--- config.mk ---
export PLATFORM = sky130hd
export DESIGN_NAME = digit_sequencer
export DESIGN_NICKNAME = d
export VERILOG_FILES = /design/src/rtl/rail_pkg.sv /design/src/rtl/digit_fifo.sv /design/src/rtl/digit_sequencer.sv
export SDC_FILE = /design/constraint.sdc
export NUM_CORES = 1
export LEC_CHECK = 0
export CORE_MARGIN = 3
export CORE_UTILIZATION = 50
export DETAILED_ROUTE_END_ITERATION = 7
export DONT_BUFFER_PORTS = 1
export PLACE_DENSITY_LB_ADDON = 0.1
export RECOVER_POWER = 50
export SYNTH_ARGS = -nofsm -noshare
export SYNTH_HDL_FRONTEND = slang
export SYNTH_HIERARCHICAL = 1
export SYNTH_SLANG_ARGS = --single-unit
--- constraint.sdc ---
create_clock -name clk -period 3.2 [get_ports clk]
set_input_delay 0.64 -clock clk [delete_from_list [all_inputs] [get_ports clk]]
set_output_delay 0.64 -clock clk [all_outputs]
set_load 0.01 [all_outputs]
--- src/rtl/rail_pkg.sv ---
// Shared types and constants for the digit sequencer and its queue.
package rail_pkg;

   typedef enum logic [2:0] {
      S_IDLE    = 3'd0,
      S_SETTLE  = 3'd1,
      S_MOVE    = 3'd2,
      S_PRESS   = 3'd3,
      S_RELEASE = 3'd4
   } state_t;

   localparam logic [3:0] MAX_DIGIT = 4'd9;

   function automatic logic digit_valid(input logic [3:0] d);
      return d <= MAX_DIGIT;
   endfunction

endpackage

--- src/rtl/digit_fifo.sv ---
// Circular queue of 4-bit digits; DEPTH must be a power of two (>= 2).
module digit_fifo #(
   parameter int unsigned DEPTH = 8
) (
   input  logic                     clk,
   input  logic                     reset,
   input  logic                     push,
   input  logic [3:0]               data_in,
   input  logic                     pop,
   output logic [3:0]               head,
   output logic [$clog2(DEPTH):0]   level,
   output logic                     full
);

   localparam int unsigned PW = $clog2(DEPTH);
   localparam int unsigned LW = PW + 1;

   logic [3:0]    mem [DEPTH];
   logic [PW-1:0] wr_ptr;
   logic [PW-1:0] rd_ptr;
   logic [LW-1:0] level_next;
   logic          wr;
   logic          rd;

   assign wr   = push && !full;
   assign rd   = pop && (level != '0);
   assign head = mem[rd_ptr];

   always_comb begin
      level_next = level;
      if (wr && !rd)
         level_next = level + 1'b1;
      else if (rd && !wr)
         level_next = level - 1'b1;
   end

   // Storage needs no reset: pointers and level define what is valid.
   always_ff @(posedge clk) begin
      if (wr)
         mem[wr_ptr] <= data_in;
   end

   always_ff @(posedge clk or posedge reset) begin
      if (reset) begin
         wr_ptr <= '0;
         rd_ptr <= '0;
         level  <= '0;
         full   <= 1'b0;
      end else begin
         if (wr)
            wr_ptr <= wr_ptr + 1'b1;
         if (rd)
            rd_ptr <= rd_ptr + 1'b1;
         level <= level_next;
         full  <= (level_next == LW'(DEPTH));
      end
   end

endmodule

--- src/rtl/digit_sequencer.sv ---
// Pops queued digits and sequences settle, move, press and release for a
// downstream carriage; all outputs are registered.
module digit_sequencer
   import rail_pkg::*;
#(
   parameter int unsigned DEPTH         = 8,
   parameter int unsigned SETTLE_CYCLES = 4,
   parameter int unsigned DWELL_CYCLES  = 45_000_000,
   parameter int unsigned GAP_CYCLES    = 1024,
   parameter int unsigned MOVE_TIMEOUT  = 2**30-1
) (
   input  logic                     clk,
   input  logic                     reset,
   input  logic                     push,
   input  logic [3:0]               push_digit,
   input  logic                     at_target,
   output logic [3:0]               digit,
   output logic                     load,
   output logic                     busy,
   output logic [$clog2(DEPTH):0]   level,
   output logic                     full,
   output logic                     err
);

   localparam logic [31:0] SETTLE_LAST = 32'(SETTLE_CYCLES - 1);
   localparam logic [31:0] DWELL_LAST  = 32'(DWELL_CYCLES - 1);
   localparam logic [31:0] GAP_LAST    = 32'(GAP_CYCLES - 1);
   localparam logic [31:0] MOVE_LAST   = 32'(MOVE_TIMEOUT - 1);

   state_t      state;
   state_t      state_next;
   logic [31:0] cnt;
   logic [3:0]  head;
   logic        pop;
   logic        reject;
   logic        accept;
   logic        timeout;

   // Full is the registered flag, so a push at full loses even to a same-cycle pop.
   assign reject = push && (full || !digit_valid(push_digit));
   assign accept = push && !reject;
   assign pop    = (state == S_IDLE) && (level != '0);

   digit_fifo #(
      .DEPTH(DEPTH)
   ) u_fifo (
      .clk     (clk),
      .reset   (reset),
      .push    (accept),
      .data_in (push_digit),
      .pop     (pop),
      .head    (head),
      .level   (level),
      .full    (full)
   );

   always_comb begin
      state_next = state;
      timeout    = 1'b0;
      case (state)
         S_IDLE:
            if (level != '0)
               state_next = S_SETTLE;
         S_SETTLE:
            if (cnt == SETTLE_LAST)
               state_next = S_MOVE;
         S_MOVE:
            if (at_target)
               state_next = S_PRESS;
            else if (cnt == MOVE_LAST) begin
               state_next = S_RELEASE;
               timeout    = 1'b1;
            end
         S_PRESS:
            if (!at_target)
               state_next = S_MOVE;
            else if (cnt == DWELL_LAST)
               state_next = S_RELEASE;
         S_RELEASE:
            if (cnt == GAP_LAST)
               state_next = S_IDLE;
         default:
            state_next = S_IDLE;
      endcase
   end

   // Counter restarts on every state change and saturates rather than wrapping.
   always_ff @(posedge clk or posedge reset) begin
      if (reset) begin
         state <= S_IDLE;
         cnt   <= '0;
         digit <= '0;
         load  <= 1'b0;
         busy  <= 1'b0;
         err   <= 1'b0;
      end else begin
         state <= state_next;
         if (state_next != state)
            cnt <= '0;
         else if (cnt != '1)
            cnt <= cnt + 1'b1;
         if (pop)
            digit <= head;
         load <= (state_next == S_PRESS);
         busy <= (state_next != S_IDLE);
         err  <= reject | timeout;
      end
   end

endmodule
# Yosys cells after proc, flatten, opt, wreduce, memory -nomap -nowiden
# Memory sizes are Yosys's and may differ from the RTL's. A register that Yosys moved wholly into a read port is not among the register bits.
# Index checks and enable logic that the tools add are counted.
# Widths: inputs -> output; s select.
# word_totals
mem_count	1
output_inout_bits	12
ff_bits	49
ramBits	32
elab_cells	63
# op_classes
eq_ne	12
add_sub_neg	5
bitwise_logic	1
n_lt_le_gt_ge	1
reduce_logical	17
n_mux	17
# memory_table
memory	depth	width	read_ports	rd_clocked_by_memory_dff	write_ports	line_no	source
u_fifo.mem	8	4	1	1	1	digit_fifo.sv:18	logic [3:0] mem [DEPTH];
# op_table
operator	n
$mux 32	2
$add 32x1->32 const B	1
$eq 32x10->1 const B	1
$eq 32x2->1 const B	1
$eq 32x26->1 const B	1
$eq 32x30->1 const B	1
$ne 32x32->1 const B	1
$mux 3	7
$pmux 3 s5	1
$eq 3x2->1 const B	3
$mux 4	2
$logic_and 1x1->1	7
$add 3x1->3 const B	2
$logic_not 1->1	5
$mux 1	5
$add 4x1->4 const B	1
$eq 4x4->1 const B	1
$le 4x4->1 const B	1
$reduce_bool 4->1	1
$sub 4x1->4 const B	1
$eq 3x1->1 const B	1
$eq 3x3->1 const B	1
$logic_not 3->1	1
$ne 3x3->1	1
other kinds (4)	4

# Logic depth before layout (Yosys ltp)
# Gate-level depths: netlist (run 1).
# logic_depth
depth_word	12
mapped_depth	9
ltp_nobuf	8

# By module
# Netlist (run 1), hierarchy kept.
# by_module_without_submodules
module	area_per_inst_um2	cells_each	seq_area_each_um2	n_inst
digit_sequencer	2372.3	264	1051.0	1
digit_fifo	1856.8	112	1236.2	1

# Least setup slack after synthesis (run 1)
# Ideal clock, no wire load.
# synth_path
kind	in2reg
start	input push_digit[1]
end	memory u_fifo.mem[0][0], enable pin
path_buffers	1
t_arrival_ns	1.961
cell_stages	6
setup_slack_ns	0.862
path_cell_list	o21ai_0 -> inv_1 -> nor3b_1 -> or2b_1 -> clkbuf_1 -> nor4_1
# synth_via
elab_chain_cells	9
# synth_rtl
element	line_no	source
start: declaration	digit_sequencer.sv:15	input logic [3:0] push_digit,
$le 4x4->1	rail_pkg.sv:15	return d <= MAX_DIGIT;
$logic_not 1->1	digit_sequencer.sv:40	assign reject = push && (full || !digit_valid(push_digit));
$logic_or 1x1->1	digit_sequencer.sv:40	
$logic_and 1x1->1	digit_sequencer.sv:40	
$logic_not 1->1	digit_sequencer.sv:41	assign accept = push && !reject;
$logic_and 1x1->1	digit_sequencer.sv:41	
via accept	digit_sequencer.sv:36	logic accept;
$logic_and 1x1->1	digit_fifo.sv:25	assign wr = push && !full;
$mux 1	digit_fifo.sv:39	if (wr)
$mux 1 (not written as such)	digit_fifo.sv:40	mem[wr_ptr] <= data_in;
end: declaration	digit_fifo.sv:18	
# The timed path passes the listed nets, and every way through them passes these cells.

# Worst setup path in the final report (run 1)
# layout_path
start	register cnt[1]
end	register cnt[8]
# layout_via
elab_chain_cells	6
word_cells_on_any_way	17
classes_between	add/sub: 1; eq/ne: 6; mux: 9; reduce/logical: 1
# layout_rtl
element	line_no	source
start: declaration	digit_sequencer.sv:32	logic [31:0] cnt;
start signal: assignment	digit_sequencer.sv:101	cnt <= cnt + 1'b1;
$eq 32x26->1 or $eq 32x30->1 (tied branches)	digit_sequencer.sv:77, digit_sequencer.sv:70	
$mux 3 (on tied branches)	digit_sequencer.sv:77, digit_sequencer.sv:70	
$mux 3 (on tied branches)	digit_sequencer.sv:75, digit_sequencer.sv:68	
$pmux 3 s5 (*)	digit_sequencer.sv:60	case (state)
via state_next[0]	digit_sequencer.sv:31	state_t state_next;
$ne 3x3->1 (*)	digit_sequencer.sv:98	if (state_next != state)
$mux 32 or $reduce_bool 2->1 (tied branches)	n/a	
# Mark *: on every way through the listed nets, which the timed path passes. The rest lies on a longest branch. The select of a mux whose other input is x is not followed.
# A chain may end at the register's enable or synchronous reset.

==> flow_summary_export.csv, run 1 <==
group,metric,value,unit
run_status,status,"completed",
logic_synthesis,synth.distinct_cells,55,
place,port_buffers,0,
critical_path,crit-reg2reg-capture,"cnt[8]",
cts,worst_skew_late_latency,0.36,ns
finish,layout-drive-gt1-share,14.1,%
drt,route.detailed.drc,0,
place,hpwlAfterDp,6180,um
timing,drv_slew,0,
floorplan,die_width,98.0,um
drt,wirelength,8530,um
finish,area.growth.synth_to_final,8.05,%
logic_synthesis,post_synth.cell_area_avg,11.2,um^2
critical_path,crit_required,3.44,ns
hold_path,hold_class,"primary input to async pin",
pwr,pwr-share-seq,48.6,%
cts,cts.clk_slew.worst_paths,0.10,ns
logic_synthesis,synth_nets,390,
pwr,irDropWorstVdd,0.495,mV
critical_path,ff2ff_path_depth,8,
logic_synthesis,postSynthCellCount,376,
logic_synthesis,synth_top_area_cell,"sky130_fd_sc_hd__dfrtp_1",
timing,fin_setup_tns,0,ns
critical_path,critPathMaxFanout,32,
cts,cts.sink_count,85,
pwr,combinationalPowerShare,27.7,%
drt,detail_route.iter0.violations,149,
cts,htreeDepth,3,
flow_run,cap_violations,0,
critical_path,rrSetupSlack,0.34,ns
logic_synthesis,synth_sequential_area_ratio,54.1,%
pwr,p_clk_share,23.7,%
finish,post_layout_nonfiller_instances,492,
critical_path,cp-end-kind,"flop",
critical_path,crit-reg2reg-launch,"cnt[1]",
cts,cts_buffers,9,
critical_path,worst_endpoint_data_arrival_time,3.09,ns
global_route,overflow,0,
floorplan,rows,32,
finish,nFillCells,689,
drt,wire_per_inst,17.3,um
logic_synthesis,syn-cell-area,4230,um^2
pwr,leakage,0.00175,uW
timing,post-route-min-period,2.86,ns
timing,period_share,89.2,%
timing,timing.final.setup_violations,0,
finish,mostFrequentLayoutCell,"sky130_fd_sc_hd__nor2_1",
timing,skew,0.00922,ns
logic_synthesis,synth-edff-count,32,
cts,clock_tree.root_cell,"sky130_fd_sc_hd__clkbuf_8",
critical_path,cell_at_the_slowest_stage_of_the_critical_path,"sky130_fd_sc_hd__nor4_1",
pwr,power.density_cell_area,701,nW/um^2
cts,ctsHoldBuffers,0,
finish,antennaDiodeCount,0,
critical_path,critical-path-max-stage-delay,0.45,ns
cts,post-cts-setup-buffer-count,0,
floorplan,fp.coreArea,7970,um^2
logic_synthesis,synth_top_cells_by_area,"sky130_fd_sc_hd__dfrtp_1 31%, sky130_fd_sc_hd__edfxtp_1 23%, sky130_fd_sc_hd__nor2_1 4.9%",
place,routabilityCongestion,0.877,
timing,max_slew.worst_pin.slew,1.46,ns
pwr,cellInternalPower,2020,uW
cts,cts_tree,"yes",
global_route,grt_pass1_vias,2854,
finish,final_util,57.3,%
finish,final-seq-area,2290,um^2
timing,grt_setup_unrepaired,"no",
global_route,largest_net_degree_at_the_start_of_global_routing,33,
pwr,power.switching_fraction,37.0,%
floorplan,num_io_pins,20,
finish,mostFrequentLayoutCells,"55 x sky130_fd_sc_hd__nor2_1, 53 x sky130_fd_sc_hd__dfrtp_1, 39 x sky130_fd_sc_hd__nand2_1",
logic_synthesis,yosysTopAreaCellShare,31.4,%
finish,postLayoutCellArea,4570,um^2
floorplan,chipHeight,98.0,um
global_route,antenna_found_initial,0,
critical_path,path_class,"flop to flop",
finish,fin_nets,399,
floorplan,floorplan.die_area,9600,um^2
global_route,grt_use_total,19.7,%
pwr,total_switching_power,1180,uW
timing,final-hold-violation-count,0,
drt,drt.antenna.violating_nets,0,
cts,max_clock_buf_depth,2,
timing,max_freq,350,MHz
logic_synthesis,synth.ff_latch_count,85,
logic_synthesis,ys.flop_type,"sky130_fd_sc_hd__dfrtp_1",
drt,vias,2844,
floorplan,initial_core_utilization,53.1,%
logic_synthesis,postSynth.asyncResetShare,62.4,%
global_route,grt_pass1_wl,15000,um
place,dpl_cell_area,4370,um^2
timing,slew_headroom,2.65,%
critical_path,crit_chain,"ha_1 > nor4b_1 > nand4_1 > nor4_1 > o32ai_1 > a211oi_4 > buf_4 > nor2_1",
finish,multiInputGateArea,1830,um^2
cts,cts-resized-gates,0,
logic_synthesis,ys_warn_count,6,
critical_path,cp-start-kind,"flop",
drt,via_per_inst,5.78,
drt,drt-pass1-iter-count,4,
place,dp_cells,476,
## worst max-delay path: cells and delay by family, from the launching register on
family	cells	cell delay, ns
adder cells (fa/ha/maj)	1	0.32
buffers and inverters	1	0.36
AO/OA/AOI/OAI	2	0.54
flip-flops	1	0.41
AND/OR/NAND/NOR	4	1.09
## cell families after synthesis
group / after synthesis / synth area share [%]
AOI/OAI and AO/OA: 21 / 3.91
DFF: 85 / 54.1
muxes: 15 / 6.06
and+or+nand+nor: 186 / 23.6
buffers and inverters: 26 / 2.84
adders and majority gates: 7 / 2.01
xor gates and xnor gates: 36 / 7.46
## cell usage after synthesis (all sizes together), types with 2 or more instances
cell	n
clkbuf	4
a211oi	2
xnor2	23
nand2	39
or2	4
nor4	11
buf	8
and3	4
ha	6
nor4b	6
nor3	16
or3	3
a21oi	2
nand3	10
mux2	5
edfxtp	32
xor2	13
and4	4
inv	14
mux4	8
o31ai	2
nor2	55
and2	4
nand2b	6
o21ai	6
mux2i	2
nor3b	2
or4	5
nand4	12
dfrtp	53
## metrics by stage
stage	setup slack (ns)	power, uW	hold slack, ns
final	0.345	3200	0.152
after detailed placement	0.392	2470	0.538
after floorplan	0.862	2220	0.492
after CTS	0.373	3240	0.150
after global routing	0.112	3420	0.162
after global placement	0.444	2450	0.536
## layer usage
metal | vias to the layer above | share of wire [%] | global-route usage (%)
li1 | 1370 | - | -
met4 | 0 | 1.7 | 7.14
met3 | 15 | 4.9 | 3.86
met5 | - | 0 | 0
met1 | 1398 | 52 | 31.2
met2 | 61 | 42 | 26.7
## power groups by stage
stage / Sequential (uW) / Clock, uW / Combinational (uW)
floorplan: 1480 / 0 / 745
global placement: 1580 / 0 / 869
detailed placement: 1590 / 0 / 887
CTS: 1560 / 782 / 892
global route: 1600 / 828 / 992
finish: 1560 / 759 / 888
## cell type report
type / instances / area share (%)
Sequential cell: 85 / 50.1
Clock buffer: 9 / 2.71
Inverter: 14 / 1.15
Timing Repair Buffer: 10 / 1.56
Clock inverter: 7 / 1.70
Multi-Input combinational cell: 265 / 40.0
Tap cell: 102 / 2.79
## flip-flops by register name, summed over array words and instances (netlist names), 3 cells and up
register,count
digit,4
u_fifo/wr_ptr,3
state,3
u_fifo/mem,32
u_fifo/rd_ptr,3
cnt,32
u_fifo/level,4
## worst max-delay path by stage
stage                        from          endpoint  slack (ns)  cells after the start
finish                     cnt[1]            cnt[8]        0.34                      8
global route               cnt[1]            cnt[8]        0.11                      8
CTS                        cnt[1]           cnt[30]        0.37                      8
detailed placement         cnt[1]           cnt[30]        0.39                      8
global placement           cnt[1]            cnt[2]        0.44                      8
floorplan           push_digit[1]  u_fifo/mem[0][0]        0.86                      6
(Power assumes the default switching activity.)
==> run 2: changes to the inputs <==
--- a/config.mk
+++ b/config.mk
@@ -13,5 +13,4 @@
 export RECOVER_POWER = 50
 export SYNTH_ARGS = -nofsm -noshare
 export SYNTH_HDL_FRONTEND = slang
-export SYNTH_HIERARCHICAL = 1
 export SYNTH_SLANG_ARGS = --single-unit
==> run 2 against run 1 <==
Maximum frequency is 8.5% higher. Critical path type unchanged. Register-to-register slack better by 0.22 ns. Die area shrank 1.9%. The flow now finishes with violations (capacitance limit). Area after synthesis shrank 2.1%. First-iteration DRC count is 23% higher. Sequential share of layout area rose by 1.2 points. Critical endpoint is now busy. Core utilization decreased by 0.77 points.
==> flow_summary_export.csv, run 2 <==
group,metric,value,unit
run_status,status,"finished, violations left",
run_status,failed_checks,"capacitance limit",
timing,final-hold-violation-count,0,
finish,layout-drive-gt1-share,10.6,%
logic_synthesis,synth.ff_latch_count,85,
drt,drt-pass1-iter-count,4,
global_route,overflow,0,
pwr,pwr-share-seq,56.2,%
finish,mostFrequentLayoutCells,"53 x sky130_fd_sc_hd__dfrtp_1, 52 x sky130_fd_sc_hd__nor2_1, 32 x sky130_fd_sc_hd__edfxtp_1",
pwr,combinationalPowerShare,10.5,%
cts,cts_buffers,9,
critical_path,cp-start-kind,"flop",
cts,cts.sink_count,85,
global_route,antenna_found_initial,0,
place,port_buffers,0,
drt,via_per_inst,5.76,
logic_synthesis,yosysMostFrequentCell,"sky130_fd_sc_hd__dfrtp_1",
timing,max_slew.worst_pin.slew,1.49,ns
pwr,leakage,0.00167,uW
critical_path,path_class,"flop to flop",
timing,timing.final.setup_violations,0,
floorplan,initial_core_utilization,52.5,%
flow_run,cap_violations,1,
global_route,grt_pass1_vias,2690,
pwr,power.density_cell_area,530,nW/um^2
drt,drt.antenna.violating_nets,0,
global_route,grt_use_met1,30.2,%
logic_synthesis,ys.flop_type,"sky130_fd_sc_hd__dfrtp_1",
logic_synthesis,synth_top_area_cell,"sky130_fd_sc_hd__dfrtp_1",
drt,wire_per_inst,17.0,um
cts,max_clock_buf_depth,2,
timing,max_freq,380,MHz
logic_synthesis,ys_warn_count,0,
hold_path,hold_class,"primary input to flop",
floorplan,fp.coreArea,7890,um^2
drt,vias,2755,
cts,cts-resized-gates,0,
place,routabilityCongestion,0.872,
global_route,grt_util_met3,3.60,%
place,post-place-ws,0.575,ns
timing,slew_headroom,0.586,%
drt,detail_route.iter0.violations,183,
pwr,cellInternalPower,1710,uW
logic_synthesis,postSynth.asyncResetShare,62.4,%
timing,post-route-worst-setup-slack,0.569,ns
finish,mostFrequentLayoutCell,"sky130_fd_sc_hd__dfrtp_1",
finish,post_layout_nonfiller_instances,478,
pwr,power.switching_fraction,27.8,%
critical_path,crit_required,3.44,ns
global_route,busiest_layer,"met1",
logic_synthesis,synth_commonest_cells,"53 x sky130_fd_sc_hd__dfrtp_1, 52 x sky130_fd_sc_hd__nor2_1, 32 x sky130_fd_sc_hd__edfxtp_1, 29 x sky130_fd_sc_hd__xnor2_1, 23 x sky130_fd_sc_hd__nand2_1",
cts,cts.clk_slew.worst_paths,0.09,ns
finish,area.growth.synth_to_final,7.76,%
logic_synthesis,post_synth.cell_area_avg,11.1,um^2
global_route,use_met2,24.8,%
pwr,p_clk_share,33.3,%
floorplan,rows,32,
drt,wirelength,8140,um
logic_synthesis,synth_top_cells_by_area,"sky130_fd_sc_hd__dfrtp_1 32%, sky130_fd_sc_hd__edfxtp_1 23%, sky130_fd_sc_hd__xnor2_1 6.1%",
logic_synthesis,synth_sequential_area_ratio,55.2,%
timing,period_share,82.2,%
finish,fin_nets,386,
logic_synthesis,synth-edff-count,32,
critical_path,cp-end-kind,"flop",
place,hpwlAfterDp,5700,um
timing,post-route-min-period,2.63,ns
cts,htreeDepth,3,
floorplan,num_io_pins,20,
logic_synthesis,synth_nets,387,
drt,route.detailed.drc,0,
floorplan,floorplan.die_area,9410,um^2
finish,final_util,56.6,%
timing,fin_setup_tns,0,ns
finish,antennaDiodeCount,0,
cts,post-cts-setup-buffer-count,0,
logic_synthesis,synth.distinct_cells,46,
logic_synthesis,postSynthCellCount,372,
cts,ctsHoldBuffers,0,
logic_synthesis,yosysTopAreaCellShare,32.0,%
cts,clock_tree.root_cell,"sky130_fd_sc_hd__clkbuf_8",
logic_synthesis,syn-cell-area,4140,um^2
timing,skew,0.0120,ns
global_route,grt_pass1_wl,14100,um
global_route,grt_use_total,18.7,%
cts,worst_skew_late_latency,0.36,ns
timing,drv_slew,0,
timing,grt_setup_unrepaired,"no",
global_route,largest_net_degree_at_the_start_of_global_routing,32,
pwr,irDropWorstVdd,0.485,mV
pwr,total_switching_power,659,uW
place,dp_cells,462,
critical_path,worst_endpoint_data_arrival_time,2.88,ns
floorplan,chipHeight,97.0,um
floorplan,die_width,97.0,um
cts,cts_tree,"yes",
pwr,total_power,2370,uW
finish,reg_top3,"cnt x32, u_fifo.mem x32",
critical_path,critPathMaxFanout,5,
run 2: cell count changes in the layout (fill, tap and decap cells not counted), sizes merged, moves of 4 or more:
cell / previous run / this run
or4: 5 / 1
nor4: 11 / 19
inv: 17 / 9
mux2: 5 / 1
xor2: 13 / 7
nand2: 39 / 23
nand4: 12 / 17
nand3: 10 / 17
xnor2: 23 / 29
run 2: layout make-up:
class / count / area (um^2)
sequential: 85 / 2290
tap: 102 / 128
inverter: 6 / 22.5
timing repair buffer: 8 / 56.3
clock inverter: 7 / 82.6
clock buffer: 9 / 124
multi-input combinational: 261 / 1760
fill: 638 / 3420
run 2: logic make-up (layout without fill, tap and decap cells):
family	after synthesis	count (layout)	synth area share, %
DFF	85	85	55.2
xor gates and xnor gates	36	36	7.61
adders and majority gates	7	7	2.11
and+or+nand+nor	180	180	23.1
AOI/OAI and AO/OA	25	25	3.81
muxes	13	13	5.59
buffers and inverters	26	30	2.51
run 2: worst paths after layout:
kind / start / to / cells after the start / slack, ns
setup / recovery: cnt[1] / busy / 7 / 0.57
hold / removal: push_digit[1] / u_fifo.mem[0][1] / 0 / 0.37
setup reg to reg: cnt[1] / busy / 7 / 0.57
hold reg to reg: u_fifo.wr_ptr[2] / u_fifo.wr_ptr[2] / 1 / 0.57
max in group asynchronous: reset / u_fifo.level[3] / 2 / 0.87
min in group asynchronous: reset / digit[0] / 1 / 0.42
run 2: critical path, cell delays in order (launching register included):
cell,delay [ns]
sky130_fd_sc_hd__dfrtp_1,0.42
sky130_fd_sc_hd__ha_1,0.24
sky130_fd_sc_hd__or4b_4,0.49
sky130_fd_sc_hd__or3_4,0.40
sky130_fd_sc_hd__nor4_2,0.14
sky130_fd_sc_hd__nor2_1,0.10
sky130_fd_sc_hd__or3_4,0.37
sky130_fd_sc_hd__or3_1,0.35
run 2: per-stage QoR:
step | area, um^2 | hold WS (ns)
4_1_cts | 4470 | 0.235
2_1_floorplan | 4140 | 0.517
5_1_grt | 4460 | 0.346
3_5_place_dp | 4260 | 0.546
3_3_place_gp | 4260 | 0.545
6_report | 4460 | 0.366
run 2: power groups by stage:
stage / combinational [uW] / clock, uW / sequential, uW
floorplan: 197 / 0 / 1330
detailed placement: 252 / 0 / 1350
global route: 282 / 858 / 1350
finish: 247 / 788 / 1330
global placement: 241 / 0 / 1350
CTS: 254 / 812 / 1330
run 2: per-layer routing:
metal	vias to the layer above	wire length (um)
li1	1353	-
met1	1333	4140
met2	63	3510
met3	6	422
met4	0	74
met5	-	0
